<file path="src/rtl/led_event_sched_if.sv">
// Purpose : bundles the IR-decoder event levels and the LED scheduler status
//           outputs into one port so the top level wires a single bus.
// Latency : none (wires only). Backpressure: none; events are level inputs.
// Ports   : req[2:0]  event levels (bit2 error, bit1 frame, bit0 repeat)
//           led_n     LED drive, active-low
//           busy      burst in progress
//           grant     one-hot source being served, 0 when idle
//           done      one-cycle pulse when a burst completes
interface led_event_sched_if;
    logic [2:0] req;
    logic       led_n;
    logic       busy;
    logic [2:0] grant;
    logic       done;

    // Scheduler side: consumes events, drives LED and status.
    modport slave (
        input  req,
        output led_n,
        output busy,
        output grant,
        output done
    );

    // Decoder / top-level side: produces events, observes LED and status.
    modport master (
        output req,
        input  led_n,
        input  busy,
        input  grant,
        input  done
    );
endinterface : led_event_sched_if

</file>
<file path="src/rtl/led_event_sched.sv">
// Purpose : shares one LED between three IR event sources, showing each event
//           as a source-specific burst of blinks (error 3, frame 2, repeat 1).
// Latency : req rising before edge k -> LED lit from edge k+2 when idle.
// Backpr. : none; events arriving while busy are held as pending bits and
//           repeated events of one source collapse into a single replay.
// Ports   : sys_clk / sys_rst (async, active-high) plain ports;
//           bus (slave modport): req in, led_n/busy/grant/done out.
module led_event_sched #(
    parameter int ON_CNT  = 2_500_000,
    parameter int GAP_CNT = 2_500_000,
    parameter int CNT_W   = 22,
    parameter int BLINK0  = 1,
    parameter int BLINK1  = 2,
    parameter int BLINK2  = 3
) (
    input  logic                sys_clk,
    input  logic                sys_rst,
    led_event_sched_if.slave    bus
);

    localparam int BLK_MAX = (BLINK2 > BLINK1) ? ((BLINK2 > BLINK0) ? BLINK2 : BLINK0)
                                               : ((BLINK1 > BLINK0) ? BLINK1 : BLINK0);
    localparam int BLK_W   = (BLK_MAX < 1) ? 1 : $clog2(BLK_MAX + 1);

    localparam logic [CNT_W-1:0] ON_LOAD  = CNT_W'(ON_CNT - 1);
    localparam logic [CNT_W-1:0] GAP_LOAD = CNT_W'(GAP_CNT - 1);
    localparam logic [CNT_W-1:0] CNT_ONE  = CNT_W'(1);
    localparam logic [BLK_W-1:0] BLK_ONE  = BLK_W'(1);

    typedef enum logic [1:0] {
        S_IDLE = 2'd0,
        S_ON   = 2'd1,
        S_GAP  = 2'd2,
        S_DONE = 2'd3
    } state_t;

    // ------------------------------------------------------------------
    // State
    // ------------------------------------------------------------------
    logic [2:0]       sync1_q, sync1_d;
    logic [2:0]       sync2_q, sync2_d;
    logic [2:0]       pend_q,  pend_d;
    state_t           state_q, state_d;
    logic [CNT_W-1:0] timer_q, timer_d;
    logic [BLK_W-1:0] blink_q, blink_d;
    logic [2:0]       grant_q, grant_d;
    logic             led_n_q, led_n_d;
    logic             busy_q,  busy_d;
    logic             done_q,  done_d;

    // Combinational helpers
    logic [2:0]       rise;
    logic [2:0]       arb;

    // ------------------------------------------------------------------
    // Next-state logic
    // ------------------------------------------------------------------
    always_comb begin
        sync1_d = bus.req;
        sync2_d = sync1_q;
        rise    = sync1_q & ~sync2_q;

        state_d = state_q;
        timer_d = timer_q;
        blink_d = blink_q;
        grant_d = grant_q;
        arb     = 3'b000;

        case (state_q)
            S_IDLE: begin
                if (pend_q != 3'b000) begin
                    // Fixed priority: error > frame > repeat.
                    if (pend_q[2]) begin
                        arb     = 3'b100;
                        blink_d = BLK_W'(BLINK2);
                    end else if (pend_q[1]) begin
                        arb     = 3'b010;
                        blink_d = BLK_W'(BLINK1);
                    end else begin
                        arb     = 3'b001;
                        blink_d = BLK_W'(BLINK0);
                    end
                    grant_d = arb;
                    timer_d = ON_LOAD;
                    state_d = S_ON;
                end
            end

            S_ON: begin
                if (timer_q == '0) begin
                    // Blink is counted as consumed when its lit phase ends.
                    timer_d = GAP_LOAD;
                    blink_d = blink_q - BLK_ONE;
                    state_d = S_GAP;
                end else begin
                    timer_d = timer_q - CNT_ONE;
                end
            end

            S_GAP: begin
                if (timer_q == '0) begin
                    if (blink_q != '0) begin
                        timer_d = ON_LOAD;
                        state_d = S_ON;
                    end else begin
                        // Grant drops on the same edge that raises done.
                        grant_d = 3'b000;
                        state_d = S_DONE;
                    end
                end else begin
                    timer_d = timer_q - CNT_ONE;
                end
            end

            S_DONE: begin
                grant_d = 3'b000;
                state_d = S_IDLE;
            end

            default: begin
                grant_d = 3'b000;
                state_d = S_IDLE;
            end
        endcase

        // A rise coinciding with its own grant keeps the bit set, so an event
        // that lands on the grant edge is replayed instead of being lost.
        pend_d = (pend_q & ~arb) | rise;

        // Outputs are registered from the next state so they change on the
        // same edge as the state they describe.
        led_n_d = (state_d != S_ON);
        busy_d  = (state_d != S_IDLE);
        done_d  = (state_d == S_DONE);
    end

    // ------------------------------------------------------------------
    // Registers
    // ------------------------------------------------------------------
    always_ff @(posedge sys_clk or posedge sys_rst) begin
        if (sys_rst) begin
            sync1_q <= 3'b000;
            sync2_q <= 3'b000;
            pend_q  <= 3'b000;
            state_q <= S_IDLE;
            timer_q <= '0;
            blink_q <= '0;
            grant_q <= 3'b000;
            led_n_q <= 1'b1;
            busy_q  <= 1'b0;
            done_q  <= 1'b0;
        end else begin
            sync1_q <= sync1_d;
            sync2_q <= sync2_d;
            pend_q  <= pend_d;
            state_q <= state_d;
            timer_q <= timer_d;
            blink_q <= blink_d;
            grant_q <= grant_d;
            led_n_q <= led_n_d;
            busy_q  <= busy_d;
            done_q  <= done_d;
        end
    end

    assign bus.led_n = led_n_q;
    assign bus.busy  = busy_q;
    assign bus.grant = grant_q;
    assign bus.done  = done_q;

endmodule : led_event_sched

</file>
<file path="src/flat_wrapper.sv">
// flat-port wrapper written by rule: the top's interface ports become plain ports
module led_event_sched_flat 
#(
    parameter int ON_CNT  = 2_500_000,
    parameter int GAP_CNT = 2_500_000,
    parameter int CNT_W   = 22,
    parameter int BLINK0  = 1,
    parameter int BLINK1  = 2,
    parameter int BLINK2  = 3
)
  (sys_clk, sys_rst, bus_req, bus_led_n, bus_busy, bus_grant, bus_done);
  led_event_sched_if bus_i ();
  input  logic sys_clk;
  input  logic sys_rst;
  input wire logic [$bits(bus_i.req)-1:0] bus_req;
  output wire logic [$bits(bus_i.led_n)-1:0] bus_led_n;
  output wire logic [$bits(bus_i.busy)-1:0] bus_busy;
  output wire logic [$bits(bus_i.grant)-1:0] bus_grant;
  output wire logic [$bits(bus_i.done)-1:0] bus_done;
  assign bus_i.req = bus_req;
  assign bus_led_n = bus_i.led_n;
  assign bus_busy = bus_i.busy;
  assign bus_grant = bus_i.grant;
  assign bus_done = bus_i.done;
  led_event_sched #(.ON_CNT(ON_CNT), .GAP_CNT(GAP_CNT), .CNT_W(CNT_W), .BLINK0(BLINK0), .BLINK1(BLINK1), .BLINK2(BLINK2)) u_core (.sys_clk(sys_clk), .sys_rst(sys_rst), .bus(bus_i));
endmodule
</file>
<file path="config.mk">
export PLATFORM = sky130hd
export DESIGN_NAME = led_event_sched_flat
export DESIGN_NICKNAME = d
export VERILOG_FILES = /design/src/rtl/led_event_sched_if.sv /design/src/rtl/led_event_sched.sv /design/src/flat_wrapper.sv
export SDC_FILE = /design/constraint.sdc
export NUM_CORES = 1
export LEC_CHECK = 0
export BUFFER_PORTS_ARGS = -buffer_cell sky130_fd_sc_hd__buf_2
export CAP_MARGIN = 30
export CORE_MARGIN = 2
export CORE_UTILIZATION = 59
export CTS_CLUSTER_DIAMETER = 60
export DETAILED_ROUTE_END_ITERATION = 7
export GPL_TIMING_DRIVEN = 0
export PLACE_DENSITY = 0.83
export SETUP_SLACK_MARGIN = 0.4
export SYNTH_ARGS = -nofsm -noshare
export SYNTH_HDL_FRONTEND = slang
export SYNTH_SLANG_ARGS = --single-unit
</file>
<file path="constraint.sdc">
create_clock -name sys_clk -period 3.2 [get_ports sys_clk]
set_clock_uncertainty 0.1 [all_clocks]
set_input_delay 0.64 -clock sys_clk [delete_from_list [all_inputs] [get_ports sys_clk]]
set_output_delay 0.64 -clock sys_clk [all_outputs]
set_load 0.01 [all_outputs]
</file>
; ---- After elaboration in Yosys (flattened, before gate mapping)
; Index checks and enable logic that the tools add are counted.
[classes]
eq_ne = 10
muxes = 23
add_sub_neg = 2
n_bitwise = 5
n_reduce_logical = 11
[op_table]
columns = operator, count
row1 = 2-to-1 mux 22 bit, 4
row2 = case mux 22 bit (3 select lines), 1
row3 = zero test 22 bit, 1
row4 = subtractor 22 x 1 -> 22 bit (second input constant), 1
row5 = 2-to-1 mux 2 bit, 9
row6 = 2-to-1 mux 3 bit, 6
row7 = case mux 3 bit (3 select lines), 1
row8 = nonzero test 3 bit, 3
row9 = inequality test 2 x 1 -> 1 bit (second input constant), 4
row10 = case mux 2 bit (4 select lines), 1
row11 = bitwise AND 3 bit, 2
row12 = == test 2 bit (second input constant), 3
row13 = NOT 3 bit, 2
row14 = AND reduction 3 bit, 2
row15 = nonzero test 2 bit, 3
row16 = case mux 2 bit (2 select lines), 1
row17 = AND reduction 4 bit, 1
row18 = inequality test 3 bit (second input constant), 1
row19 = OR 3 bit, 1
row20 = == test 2 x 1 -> 1 bit (second input constant), 1
row21 = zero test 2 bit, 1
row22 = inequality test 2 bit (second input constant), 1
row23 = subtractor 2 x 1 -> 2 bit (second input constant), 1
[totals]
register_bits = 41
input_bits = 5
output_inout_bits = 6
elab_cells = 61

; ---- Logic depth before layout (Yosys ltp)
; Gate-level depths: netlist of the first run.
[depth]
depth_word = 7
mapped_depth = 9
ltp_nobuf = 8

; ---- Worst setup path after synthesis of the first run
; Ideal clock, no wire load.
[synth_timing]
path_type = register to register
startpoint = register u_core.timer_q[0]
endpoint = register u_core.timer_q[18]
setup_ns = 0.145
slack_ns = 0.715
period_less_slack_ns = 2.485
n_path_buf = 1
arrival_ns = 2.240
required_ns = 2.955
stages_incl_launch_ff = 9
path_cell_list = dfrtp_1 > inv_1 > ha_1 > or3b_2 > or4_4 > o31a_1 > buf_6 > o22ai_1 > a41oi_1
[synth_via]
elab_chain_len = 3
elab_cells_between_ends = 7
cone_classes = add/sub (1) / eq/ne (1) / mux (3) / reduce/logical (2)
[synth_rtl]
columns = element, line
row1 = from (decl), led_event_sched.sv:44  ; logic [CNT_W-1:0] timer_q, timer_d;
row2 = from (signal assigned), led_event_sched.sv:157  ; timer_q <= timer_d;
row3 = subtractor 22 x 1 -> 22 bit or zero test 22 bit (tied branches), n/a
row4 = "2-to-1 mux 22 bit, or another cell as far along", led_event_sched.sv:101  ; if (timer_q == '0) begin
row5 = case mux 22 bit (3 select lines) or AND reduction 3 bit (tied branches), n/a
; Parallel ways exist; a longest one is shown, timed or not.
; A chain may end at the register's enable or synchronous reset.

; ---- Worst setup path after layout of the first run
; Same ends and word-level chain as after synthesis.

==> flow_summary.rst, run 1 <==
.. list-table::
   :header-rows: 1

   * - Metric
     - Value
   * - Clock latency reported for the late side of the worst-skew pair
     - 0.29 ns
   * - Area growth, synth to finish
     - 10.69%
   * - Layout Cell Area excl Fill
     - ~2400 um2
   * - Synth Warn #
     - 0
   * - Core box area
     - between 3000 and 4000 um2
   * - Number of different library cells in the post-synthesis netlist
     - 49
   * - Wire length of the first global-routing pass
     - 8.066 mm
   * - Final hold viol count
     - 0
   * - Cell taking the most area after synthesis
     - sky130_fd_sc_hd__dfrtp_1
   * - IO Count
     - 11
   * - Grt ovf
     - 0
   * - Starting DRT DRC Count
     - 169
   * - Footprint of the multi-input gates
     - 1037 um2
   * - Pwr Density
     - 682.3 nW/um2
   * - Number of global-route vias before repair
     - 1750
   * - Clock Pin Slew Worst Setup and Hold Paths
     - 0.08 ns
   * - Setup TNS Final
     - 0 ns
   * - Clock Root Buffer
     - sky130_fd_sc_hd__clkbuf_8
   * - Die width
     - around 65 um
   * - Final period demand of the worst path
     - 2.695 ns
   * - Total of flip-flops plus latches after synthesis
     - 41
   * - Drt wl/cell
     - 15.62 um
   * - Worst slew margin
     - 0.4371
   * - Hold-fix buffer count after cts
     - 0
   * - RD Place Congestion
     - roughly 0.85
   * - First-pass iteration count of the detailed router
     - 4
   * - Final non-filler cell total
     - around 290
   * - Data arrival, critical path
     - 2.75 ns
   * - Detailed-route DRC error count
     - 0
   * - Die height
     - 64.59 um
   * - Fin nets
     - 257
   * - Mean Syn Cell Area
     - around 9.5 um2
   * - Detail-routed via count per cell
     - approximately 6.2
   * - Class of the tightest hold or removal check
     - register to register
   * - Sink Count
     - 41
   * - Unrepaired setup endpoints after global routing
     - no
   * - Sequential fraction of the synthesis area
     - 0.4743
   * - Cell Chain, Critical Path
     - inv_1 > ha_1 > or3b_2 > or4_4 > o31a_1 > buf_6 > o22ai_1 > a41oi_1
   * - Most used flip-flop cell after synthesis
     - sky130_fd_sc_hd__dfrtp_1
   * - Clock buffer depth
     - 2
   * - Synth cell count leaders
     - sky130_fd_sc_hd__dfrtp_1, sky130_fd_sc_hd__nor2_1, sky130_fd_sc_hd__inv_1, sky130_fd_sc_hd__nor3_1, sky130_fd_sc_hd__o21ai_0
   * - Clock buffer count from CTS
     - 5
   * - Crit-path slowest cell
     - sky130_fd_sc_hd__or4_4
   * - Proportion of register bits with asynchronous set or reset after synthesis
     - 1.000
   * - Number of placement rows
     - 22
   * - Cell with the most instances after synthesis
     - sky130_fd_sc_hd__dfrtp_1
   * - Starting density of the core
     - 0.6006
   * - Mapped cell area
     - 2166 um2
   * - Number of antenna violations at the first check in global routing
     - 0
   * - Run status
     - finished, final reports clean
   * - Hold Slack
     - between 0.2 and 0.3 ns
   * - Count of mapped cells out of synthesis
     - ~230
   * - Kind of critical path
     - register to register
   * - Leakage
     - 1.044 nW
   * - H-tree Lvls
     - 2
   * - Final critical-path share of the clock period
     - 0.8423
   * - Crit-path max FO
     - 10
   * - Ratio of cells with drive above 1 in the final layout
     - 0.1510
   * - Worst Setup Slack, final
     - between 0.5 and 0.6 ns
   * - Number of max-cap violations
     - 0
   * - Via total after detailed routing
     - approximately 1800
   * - GRT Resource Usage Total
     - 0.2502
   * - Largest net degree at the start of global routing
     - 42
   * - Cell total after placement
     - 286
   * - Endpoint class of the critical path
     - register
   * - Finish-stage setup viols
     - 0
   * - Die Area
     - 4171 um2
   * - Sort of element at the start of the critical path
     - register
   * - Worst-case vdd ir drop
     - 0.0003827 V
   * - Final wirelength
     - between 4 and 5 mm
   * - Count of antenna-violating nets left after detailed routing
     - 0
   * - Core occupancy in the finished layout
     - 0.6648
   * - # Post-CTS Setup Buffers
     - 0
   * - Estimated wirelength of the detail-placed design
     - between 3 and 4 mm
   * - Critical path required time
     - 3.26 ns
   * - Measured slew at the worst slew-check pin
     - 0.8432 ns
   * - Total nets after synthesis
     - 240
   * - Pwr Total
     - 1.636 mW
   * - Dominant cells by area after synthesis
     - sky130_fd_sc_hd__dfrtp_1, sky130_fd_sc_hd__ha_1, sky130_fd_sc_hd__nor3_1, sky130_fd_sc_hd__o21ai_0, sky130_fd_sc_hd__nor2_1
   * - Share of the synthesized area in the top cell type
     - 0.4622
   * - CP peak stage delay
     - 0.54 ns
   * - Number of max-slew violations in the final report
     - 0
   * - Number of filler instances in the final layout
     - between 300 and 400
   * - FF+latch area
     - 1027 um2
   * - Highest clock frequency the design can meet
     - 371.0 MHz
   * - Diode count
     - 0
   * - IO Port Bufs
     - 10
   * - CTS tree
     - built
   * - Minimum setup slack after placement
     - 0.3221 ns
   * - Post-synth EDFFs
     - 0
   * - Placement-stage cell area
     - 2276 um2
[cell usage in the layout, fill, tap and decap left out, types with 3 or more instances in the layout]
| master | instances |
|---|---|
| sky130_fd_sc_hd__nand2_1 | 13 |
| sky130_fd_sc_hd__o21ai_0 | 16 |
| sky130_fd_sc_hd__inv_1 | 16 |
| sky130_fd_sc_hd__nor3_1 | 17 |
| sky130_fd_sc_hd__buf_2 | 13 |
| sky130_fd_sc_hd__nor2_1 | 21 |
| sky130_fd_sc_hd__nor4_1 | 4 |
| sky130_fd_sc_hd__and3_1 | 4 |
| sky130_fd_sc_hd__ha_1 | 7 |
| sky130_fd_sc_hd__nor3b_1 | 3 |
| sky130_fd_sc_hd__dfrtp_1 | 40 |
| sky130_fd_sc_hd__clkbuf_8 | 5 |
| sky130_fd_sc_hd__a31oi_1 | 11 |
| sky130_fd_sc_hd__nand3_1 | 4 |
| sky130_fd_sc_hd__or3_1 | 4 |
| sky130_fd_sc_hd__o21a_1 | 3 |
| sky130_fd_sc_hd__a21oi_1 | 7 |
| sky130_fd_sc_hd__a311oi_1 | 4 |
[report_power, final]
| part | switching (mW) | internal, mW | total [mW] |
|---|---|---|---|
| Sequential | 0.0738 | 0.611 | 0.685 |
| Clock | 0.169 | 0.227 | 0.396 |
| Combinational | 0.345 | 0.211 | 0.555 |
[routing by layer]
metal | up-vias | wire length [um] | share of wire | GRT usage
li1 | 876 | - | - | -
met5 | - | 0 | 0 | 0
met3 | 7 | 247 | 0.054 | 0.06076
met1 | 886 | 2020 | 0.44 | 0.3230
met4 | 0 | 55 | 0.012 | 0.1144
met2 | 50 | 2254 | 0.49 | 0.3997
[path summary, 6_finish.rpt]
path | cells after the start | startpoint | slack, ns | to
worst min-delay path | 0 | u_core.sync1_q[2] | 0.28 | u_core.sync2_q[2]
worst max-delay path | 8 | u_core.timer_q[0] | 0.50 | u_core.timer_q[18]
min in group asynchronous | 2 | sys_rst | 0.41 | u_core.timer_q[13]
worst min register to register | 0 | u_core.sync1_q[2] | 0.28 | u_core.sync2_q[2]
worst max register to register | 8 | u_core.timer_q[0] | 0.50 | u_core.timer_q[18]
max in group asynchronous | 2 | sys_rst | 2.06 | u_core.timer_q[21]
[repair_timing]
action	4_1_cts	5_1_grt
endpoints found under the setup margin	14	16
gates resized for setup	2	5
hold endpoints to repair	0	0
[critical path, delay by kind of cell (launching register included)]
kind	cells	cell delay, ns
compound gates	3	0.58
fa+ha+maj	1	0.15
buf+inv	2	0.27
flops	1	0.42
simple gates	2	1.05
[state kept, by name, summed over array words and instances, names as in the netlist]
register	count
u_core.timer_q	22
u_core.pend_q	3
u_core.bus.grant	3
u_core.blink_q	2
u_core.bus.led_n	1
u_core.bus.busy	1
u_core.bus.done	1
u_core.state_q	2
u_core.sync1_q	3
u_core.sync2_q	3
[final cells by class]
class                           instances  share of cell area
Sequential cell                        41              0.4285
Clock buffer                            5             0.02871
Timing Repair Buffer                   10             0.02088
Tap cell                               48             0.02505
Multi-Input combinational cell        161              0.4327
Clock inverter                          2             0.01461
Buffer                                  9             0.02296
Inverter                               17             0.02662
[kinds of logic after synthesis]
group	synth area share
buffers and inverters	0.05372
AND/OR/NAND/NOR	0.2322
adder cells (fa/ha/maj)	0.04044
flip-flops	0.4743
AO/OA/AOI/OAI	0.1993
No activity file was read; power rests on OpenSTA's default activity.
==> inputs of run 2 (changes only) <==
==> constraint.sdc (replaced) <==
create_clock -name sys_clk -period 2.59 [get_ports sys_clk]
set_clock_uncertainty 0.1 [all_clocks]
set_input_delay 0.518 -clock sys_clk [delete_from_list [all_inputs] [get_ports sys_clk]]
set_output_delay 0.518 -clock sys_clk [all_outputs]
set_load 0.01 [all_outputs]
==> run 2 against run 1 <==
  * First-iteration DRC count decreased by 3.6%
  * Via count up 20%
  * Critical path depth shrank 1
  * Sequential share of layout area fell by 8.4 points
  * Cell area up 25%
  * Final cell count is 13% higher
  * Hold slack got worse by 0.057 ns
  * Setup slack worse by 0.44 ns
  * Routed wire length is 41% higher
  * Non-clock buffer count grew 39
  * Register-to-register slack lost 0.44 ns
  * Global-route usage is 3.4 points higher
  * Largest cell class unchanged
==> flow_summary.rst, run 2 (synthesis results as in run 1) <==
.. list-table::
   :header-rows: 1

   * - Metric
     - Value
   * - Ratio of cells with drive above 1 in the final layout
     - 0.3979 (+0.2469)
   * - Drt wl/cell
     - 19.49 um (+25%)
   * - Final hold viol count
     - 0 (unchanged)
   * - Grt ovf
     - 0 (unchanged)
   * - IO Count
     - 11 (unchanged)
   * - Number of filler instances in the final layout
     - 205 (-34%)
   * - Die Area
     - 4171 um2 (unchanged)
   * - Die width
     - 64.59 um (unchanged)
   * - Clock Pin Slew Worst Setup and Hold Paths
     - 0.08 ns (about the same)
   * - Worst-case vdd ir drop
     - 0.0005999 V (+57%)
   * - Crit-path slowest cell
     - sky130_fd_sc_hd__or4_4
   * - Fin nets
     - 296 (+15%)
   * - Core occupancy in the finished layout
     - 0.8317 (+0.1669)
   * - Die height
     - 64.59 um (unchanged)
   * - Hold Slack
     - 0.2208 ns (-0.05726 ns)
   * - Worst slew margin
     - 0.4234 (-0.01372)
   * - FF+latch area
     - 1033 um2 (+0.61%)
   * - Setup TNS Final
     - 0 ns (unchanged)
   * - Pwr Density
     - 808.3 nW/um2 (+18%)
   * - Estimated wirelength of the detail-placed design
     - 3.236 mm (+4.4%)
   * - Area growth, synth to finish
     - 38.48%
   * - Clock buffer count from CTS
     - 5 (unchanged)
   * - Highest clock frequency the design can meet
     - 396.1 MHz (+6.8%)
   * - Via total after detailed routing
     - 2174 (+20%)
   * - Hold-fix buffer count after cts
     - 0 (unchanged)
   * - Final wirelength
     - 6.472 mm (+41%)
   * - Sink Count
     - 41 (unchanged)
   * - Wire length of the first global-routing pass
     - 8.887 mm (+10%)
   * - Number of global-route vias before repair
     - 1940 (+11%)
   * - Measured slew at the worst slew-check pin
     - 0.8637 ns (+0.02055 ns)
   * - Footprint of the multi-input gates
     - 1295 um2 (+25%)
   * - Number of placement rows
     - 22 (unchanged)
   * - Minimum setup slack after placement
     - -0.1319 ns (-0.4540 ns)
   * - GRT Resource Usage Total
     - 0.2838 (+0.03359)
   * - Largest net degree at the start of global routing
     - 42 (unchanged)
   * - IO Port Bufs
     - 10 (unchanged)
   * - Number of max-cap violations
     - 0 (unchanged)
   * - Kind of critical path
     - register to register
   * - Critical path required time
     - 2.68 ns (-0.58 ns)
   * - CP peak stage delay
     - 0.59 ns (+0.05 ns)
   * - Final period demand of the worst path
     - 2.525 ns (-0.1705 ns)
   * - Run status
     - finished, final reports clean
   * - Class of the tightest hold or removal check
     - primary input to register
   * - Count of antenna-violating nets left after detailed routing
     - 0 (unchanged)
   * - Data arrival, critical path
     - 2.61 ns (-0.14 ns)
   * - Crit-path max FO
     - 6 (-4)
   * - Leakage
     - 1.285 nW (+23%)
   * - Core box area
     - 3606 um2 (unchanged)
   * - Diode count
     - 0 (unchanged)
   * - Number of max-slew violations in the final report
     - 0 (unchanged)
   * - Endpoint class of the critical path
     - register
   * - Starting DRT DRC Count
     - 163 (-3.6%)
   * - Starting density of the core
     - 0.6006 (unchanged)
   * - Number of antenna violations at the first check in global routing
     - 0 (unchanged)
   * - Worst Setup Slack, final
     - 0.06522 ns (-0.4395 ns)
   * - Detailed-route DRC error count
     - 0 (unchanged)
   * - Clock buffer depth
     - 2 (unchanged)
   * - Clock latency reported for the late side of the worst-skew pair
     - 0.30 ns (about the same)
   * - First-pass iteration count of the detailed router
     - 7 (+3)
   * - CTS tree
     - built
   * - Cell Chain, Critical Path
     - or3_4 > or4_4 > o31a_1 > buf_4 > buf_6 > o211ai_1 > nand2_1
   * - Detail-routed via count per cell
     - 6.548 (+5.5%)
   * - Sort of element at the start of the critical path
     - register
   * - RD Place Congestion
     - 0.8820 (+4.4%)
   * - Finish-stage setup viols
     - 0 (unchanged)
   * - Clock Root Buffer
     - sky130_fd_sc_hd__clkbuf_8
   * - H-tree Lvls
     - 2 (unchanged)
   * - Flip-flop count of the largest register after layout
     - 22 (unchanged)
   * - Register containing the most flip-flops in the final layout
     - u_core.timer_q
   * - Most used cells in the layout excluding fill and tap cells
     - sky130_fd_sc_hd__buf_4, sky130_fd_sc_hd__dfrtp_1, sky130_fd_sc_hd__nor2_1
   * - Unrepaired setup endpoints after global routing
     - yes
   * - Final critical-path share of the clock period
     - 0.9748 (+0.1325)
[run 2: cell count changes in the layout (fill, tap and decap cells not counted), moves of 3 or more]
| cell | delta |
|---|---|
| sky130_fd_sc_hd__dfrtp_2 | +5 |
| sky130_fd_sc_hd__o21ai_0 | -3 |
| sky130_fd_sc_hd__nor4_1 | -3 |
| sky130_fd_sc_hd__buf_4 | +35 |
| sky130_fd_sc_hd__dfrtp_1 | -5 |
| sky130_fd_sc_hd__a31oi_1 | -3 |
| sky130_fd_sc_hd__or3_4 | +3 |
| sky130_fd_sc_hd__or3_1 | -3 |
| sky130_fd_sc_hd__buf_6 | +7 |
[run 2: timing repair]
action                                  4_1_cts  5_1_grt
pin swaps                                     7       13
setup buffers                                22       14
endpoints found under the setup margin       32       31
cloned                                        1        2
resized for setup                            35       32
[run 2: critical path: cells and delay by family (launching register included)]
kind,cells,cell delay [ns]
AND/OR/NAND/NOR,3,1.10
flip-flops,1,0.47
AO/OA/AOI/OAI,2,0.45
buffers and inverters,2,0.28
[run 2: path summary, 6_finish.rpt]
kind / startpoint / endpoint / slack (ns) / cells after the start
hold reg to reg: u_core.sync1_q[2] / u_core.sync2_q[2] / 0.27 / 0
max in group asynchronous: sys_rst / u_core.timer_q[18] / 1.50 / 2
min in group asynchronous: sys_rst / u_core.timer_q[13] / 0.29 / 2
hold / removal: bus_req[1] / u_core.sync1_q[1] / 0.22 / 1
setup reg to reg: u_core.timer_q[6] / u_core.timer_q[8] / 0.07 / 7
setup / recovery: u_core.timer_q[6] / u_core.timer_q[8] / 0.07 / 7
[run 2: final cells by class]
type | instances | share of cell area
Sequential cell | 41 | 0.3446
Multi-Input combinational cell | 161 | 0.4318
Buffer | 9 | 0.03045
Timing Repair Buffer | 49 | 0.1172
Clock buffer | 5 | 0.02295
Clock inverter | 2 | 0.01168
Inverter | 17 | 0.02128
Tap cell | 48 | 0.02003
[run 2: power breakdown]
| group | internal, mW | total (mW) | switching [mW] |
|---|---|---|---|
| clock network | 0.280 | 0.511 | 0.230 |
| logic | 0.474 | 1.07 | 0.595 |
| registers | 0.756 | 0.845 | 0.0889 |
| total | 1.51 | 2.42 | 0.914 |
[run 2: per-stage QoR]
step	total power, mW	std cells	cell area [um2]
2_1_floorplan	1.342	228	2212
3_3_place_gp	1.511	286	2322
3_5_place_dp	1.549	286	2322
4_1_cts	2.162	316	2729
5_1_grt	2.542	332	2999
6_report	2.424	332	2999
[run 2: layer usage]
metal,routed length (um),track usage,up-vias
li1,-,-,958
met1,2546,0.3572,1061
met5,0,0,-
met4,291,0.1489,0
met2,3185,0.4518,124
met3,448,0.07292,31
==> inputs of run 3 (changes only) <==
--- a/config.mk
+++ b/config.mk
@@ -5,9 +5,9 @@
 export SDC_FILE = /design/constraint.sdc
 export NUM_CORES = 1
 export LEC_CHECK = 0
+export ABC_AREA = 1
 export BUFFER_PORTS_ARGS = -buffer_cell sky130_fd_sc_hd__buf_2
 export CAP_MARGIN = 30
-export CORE_MARGIN = 2
 export CORE_UTILIZATION = 59
 export CTS_CLUSTER_DIAMETER = 60
 export DETAILED_ROUTE_END_ITERATION = 7
==> run 3 against run 2 <==
  * Routed wire length is 30% lower
  * Count of clock-buffer cells in the layout stayed put
  * Via count is 14% lower
  * Sequential share of layout area is 6.9 points higher
  * Setup slack better by 0.49 ns
  * Die area is 3.1% lower
  * Hold slack worse by 0.0024 ns
  * Critical endpoint is now u_core.timer_q[21]
  * Final cell count is 4.2% higher
  * First-iteration DRC count is 43% lower
==> flow_summary.rst, run 3 <==
.. list-table::
   :header-rows: 1

   * - Metric
     - Value
   * - Sort of element at the start of the critical path
     - register
   * - Detailed-route DRC error count
     - 0 (unchanged)
   * - Via total after detailed routing
     - 1872 (-14%)
   * - Area growth, synth to finish
     - 11.07%
   * - Number of antenna violations at the first check in global routing
     - 0 (unchanged)
   * - Synth Warn #
     - 0 (unchanged)
   * - Share of the synthesized area in the top cell type
     - 0.4474 (-0.01473)
   * - Hold path depth
     - 1 (unchanged)
   * - Clock Pin Slew Worst Setup and Hold Paths
     - 0.08 ns (about the same)
   * - First-pass iteration count of the detailed router
     - 5 (-2)
   * - Unrepaired setup endpoints after global routing
     - no
   * - Final hold viol count
     - 0 (unchanged)
   * - Cell with the most instances after synthesis
     - sky130_fd_sc_hd__nand2_1
   * - Routed length on met1
     - 2.076 mm (-18%)
   * - Wire length of the first global-routing pass
     - 7.797 mm (-12%)
   * - Number of max-cap violations
     - 0 (unchanged)
   * - Worst-case vdd ir drop
     - 0.0006013 V (+0.25%)
   * - Detail-routed via count per cell
     - 5.410 (-17%)
   * - Number of max-slew violations in the final report
     - 0 (unchanged)
   * - Die height
     - 63.58 um (-1.6%)
   * - Die width
     - 63.58 um (-1.6%)
   * - Worst reg2reg path startpoint
     - u_core.state_q[1]
   * - Core occupancy in the finished layout
     - 0.6787 (-0.1530)
   * - Estimated wirelength of the detail-placed design
     - 3.112 mm (-3.8%)
   * - Number of placement rows
     - 22 (unchanged)
   * - Total length of routed met2 wires
     - 2.120 mm (-33%)
   * - Dominant cells by area after synthesis
     - sky130_fd_sc_hd__dfrtp_1, sky130_fd_sc_hd__nand2_1, sky130_fd_sc_hd__nor2_1, sky130_fd_sc_hd__inv_1, sky130_fd_sc_hd__nand3_1
   * - Synth cell count leaders
     - sky130_fd_sc_hd__nand2_1, sky130_fd_sc_hd__dfrtp_1, sky130_fd_sc_hd__nor2_1
   * - Pwr Density
     - 862.6 nW/um2 (+6.7%)
   * - IO Count
     - 11 (unchanged)
   * - Drt wl/cell
     - 13.13 um (-33%)
   * - GRT Resource Usage Total
     - 0.2507 (-0.03310)
   * - Finish-stage setup viols
     - 0 (unchanged)
   * - Setup TNS Final
     - 0 ns (unchanged)
   * - FF-to-FF setup slack
     - 0.56 ns (+0.49 ns)
   * - IO Port Bufs
     - 10 (unchanged)
   * - Proportion of register bits with asynchronous set or reset after synthesis
     - 1.000 (unchanged)
   * - Core box area
     - 3661 um2 (+1.5%)
   * - Clock Root Buffer
     - sky130_fd_sc_hd__clkbuf_8
   * - Sequential fraction of the synthesis area
     - 0.4592 (-0.01512)
   * - Number of filler instances in the final layout
     - 293 (+43%)
   * - CTS tree
     - built
   * - Hold path endpoint
     - u_core.sync1_q[2]
   * - Number of different library cells in the post-synthesis netlist
     - 29 (-41%)
   * - RD Place Congestion
     - 0.9661 (+9.5%)
   * - H-tree Lvls
     - 2 (unchanged)
   * - Diode count
     - 0 (unchanged)
   * - Count of antenna-violating nets left after detailed routing
     - 0 (unchanged)
   * - Worst slew margin
     - 0.4449 (+0.02152)
   * - Number of instances resized during post-cts repair
     - 0 (-100%)
   * - Count of mapped cells out of synthesis
     - 280 (+23%)
   * - # Post-CTS Setup Buffers
     - 0 (-100%)
   * - Kind of critical path
     - register to register
   * - Most common cell after layout, fill and taps aside
     - sky130_fd_sc_hd__nand2_1
   * - Clock buffer count from CTS
     - 5 (unchanged)
   * - Starting density of the core
     - 0.6111 (+0.01045)
   * - Most used flip-flop cell after synthesis
     - sky130_fd_sc_hd__dfrtp_1
   * - Total nets after synthesis
     - 292 (+22%)
   * - Die Area
     - 4042 um2 (-3.1%)
   * - Clock latency reported for the late side of the worst-skew pair
     - 0.30 ns (about the same)
   * - Critical path required time
     - 2.69 ns (about the same)
   * - Largest net degree at the start of global routing
     - 42 (unchanged)
   * - Reg2Reg Depth
     - 9 (+2)
   * - Most used cells in the layout excluding fill and tap cells
     - sky130_fd_sc_hd__nand2_1, sky130_fd_sc_hd__dfrtp_1, sky130_fd_sc_hd__nor2_1
   * - Flip-flop count of the largest register after layout
     - 22 (unchanged)
   * - Post-synth EDFFs
     - 0 (unchanged)
   * - Met3 Routed Length
     - 240 um (-46%)
   * - Highest clock frequency the design can meet
     - 492.4 MHz (+24%)
   * - Final period demand of the worst path
     - 2.031 ns (-0.4937 ns)
   * - Cell taking the most area after synthesis
     - sky130_fd_sc_hd__dfrtp_1
   * - Top layer used by detailed routing
     - met4
   * - Measured slew at the worst slew-check pin
     - 0.8315 ns (-0.03224 ns)
   * - Total of flip-flops plus latches after synthesis
     - 41 (unchanged)
   * - Class of the tightest hold or removal check
     - primary input to register
   * - Mean Syn Cell Area
     - 7.990 um2 (-16%)
   * - Mapped cell area
     - 2237 um2 (+3.3%)
   * - Final wirelength
     - 4.543 mm (-30%)
   * - Grt ovf
     - 0 (unchanged)
   * - Reg-to-reg endpoint
     - u_core.timer_q[21]
   * - Number of global-route vias before repair
     - 1747 (-9.9%)
   * - Sink Count
     - 41 (unchanged)
   * - Ratio of cells with drive above 1 in the final layout
     - 0.1208 (-0.2771)
   * - Clock buffer depth
     - 2 (unchanged)
   * - Crit-path max FO
     - 10 (+4)
   * - Starting DRT DRC Count
     - 93 (-43%)
   * - Run status
     - finished, final reports clean
   * - Leakage
     - 1.161 nW (-9.6%)
   * - Final critical-path share of the clock period
     - 0.7842 (-0.1906)
   * - Start point of the worst min-delay path
     - bus_req[2]
   * - Data arrival, critical path
     - 2.13 ns (-0.48 ns)
   * - Register containing the most flip-flops in the final layout
     - u_core.timer_q
   * - Endpoint class of the critical path
     - register
   * - Hold-fix buffer count after cts
     - 0 (unchanged)
   * - Fin nets
     - 309 (+4.4%)
==> run 3: cell count changes after synthesis, moves of 11 or more <==
cell	before	now
sky130_fd_sc_hd__a31oi_1	11	0
sky130_fd_sc_hd__inv_1	17	29
sky130_fd_sc_hd__nor2_1	21	35
sky130_fd_sc_hd__nand2_1	13	73
sky130_fd_sc_hd__nand3_1	4	18
sky130_fd_sc_hd__nor3_1	17	5
==> run 3: layout make-up <==
class / count / area (um2) / share of cell area
Multi-Input combinational cell: 207 / 1077 / 0.4335
Sequential cell: 41 / 1027 / 0.4134
Inverter: 29 / 108.9 / 0.04381
Clock buffer: 5 / 68.82 / 0.02769
Clock inverter: 3 / 68.82 / 0.02769
Tap cell: 48 / 60.06 / 0.02417
Timing Repair Buffer: 10 / 50.05 / 0.02014
Buffer: 3 / 23.77 / 0.009567
==> run 3: worst max path at each step <==
| stage | start | end | slack (ns) | depth (start not counted) |
|---|---|---|---|---|
| 2_1_floorplan | u_core.timer_q[0] | u_core.timer_q[7] | 0.92 | 10 |
| 3_3_place_gp | sys_rst | u_core.timer_q[11] | 0.51 | 2 |
| 3_5_place_dp | u_core.state_q[1] | u_core.timer_q[17] | 0.62 | 9 |
| 4_1_cts | u_core.state_q[1] | u_core.timer_q[17] | 0.60 | 9 |
| 5_1_grt | u_core.state_q[1] | u_core.timer_q[21] | 0.43 | 9 |
| 6_report | u_core.state_q[1] | u_core.timer_q[21] | 0.56 | 9 |
==> run 3: critical path, cell delays in order, from the launching register on <==
cell                      delay [ns]
sky130_fd_sc_hd__dfrtp_1        0.43
sky130_fd_sc_hd__inv_1          0.11
sky130_fd_sc_hd__ha_1           0.22
sky130_fd_sc_hd__nand2_1        0.17
sky130_fd_sc_hd__inv_1          0.12
sky130_fd_sc_hd__nor3_4         0.32
sky130_fd_sc_hd__nand2_2        0.15
sky130_fd_sc_hd__buf_6          0.17
sky130_fd_sc_hd__nor2_1         0.09
sky130_fd_sc_hd__nor2_1         0.05
==> run 3: cells by family after synthesis <==
logic type | Yosys count | share of synthesized area
AND/OR/NAND/NOR | 151 | 0.3048
flip-flops | 41 | 0.4592
AO/OA/AOI/OAI | 35 | 0.08278
buffers and inverters | 32 | 0.05928
XOR/XNOR | 14 | 0.05481
adder cells (fa/ha/maj) | 7 | 0.03915
==> run 3: per-stage QoR <==
stage	power, mW	hold slack (ns)	area, um2	worst slack (ns)	std cells
floorplan	1.334	0.2537	2237	0.9190	280
global placement	1.479	0.2582	2347	0.5118	338
detailed placement	1.511	0.2630	2347	0.6236	338
CTS	2.142	0.2182	2485	0.6024	346
global route	2.278	0.2133	2485	0.4298	346
finish	2.143	0.2184	2485	0.5589	346
==> run 3: power breakdown <==
part	leakage (nW)	internal [mW]	total [mW]	switching (mW)
Combinational	0.614	0.241	0.659	0.418
Clock	0.0687	0.388	0.628	0.240
Sequential	0.478	0.766	0.857	0.0905
Total	1.16	1.39	2.14	0.749
==> run 3: layer usage <==
metal  vias up  GRT usage
met5         -          0
met4         0     0.1023
met3        14    0.04529
met2        61     0.3989
met1       862     0.3357
li1        935          -
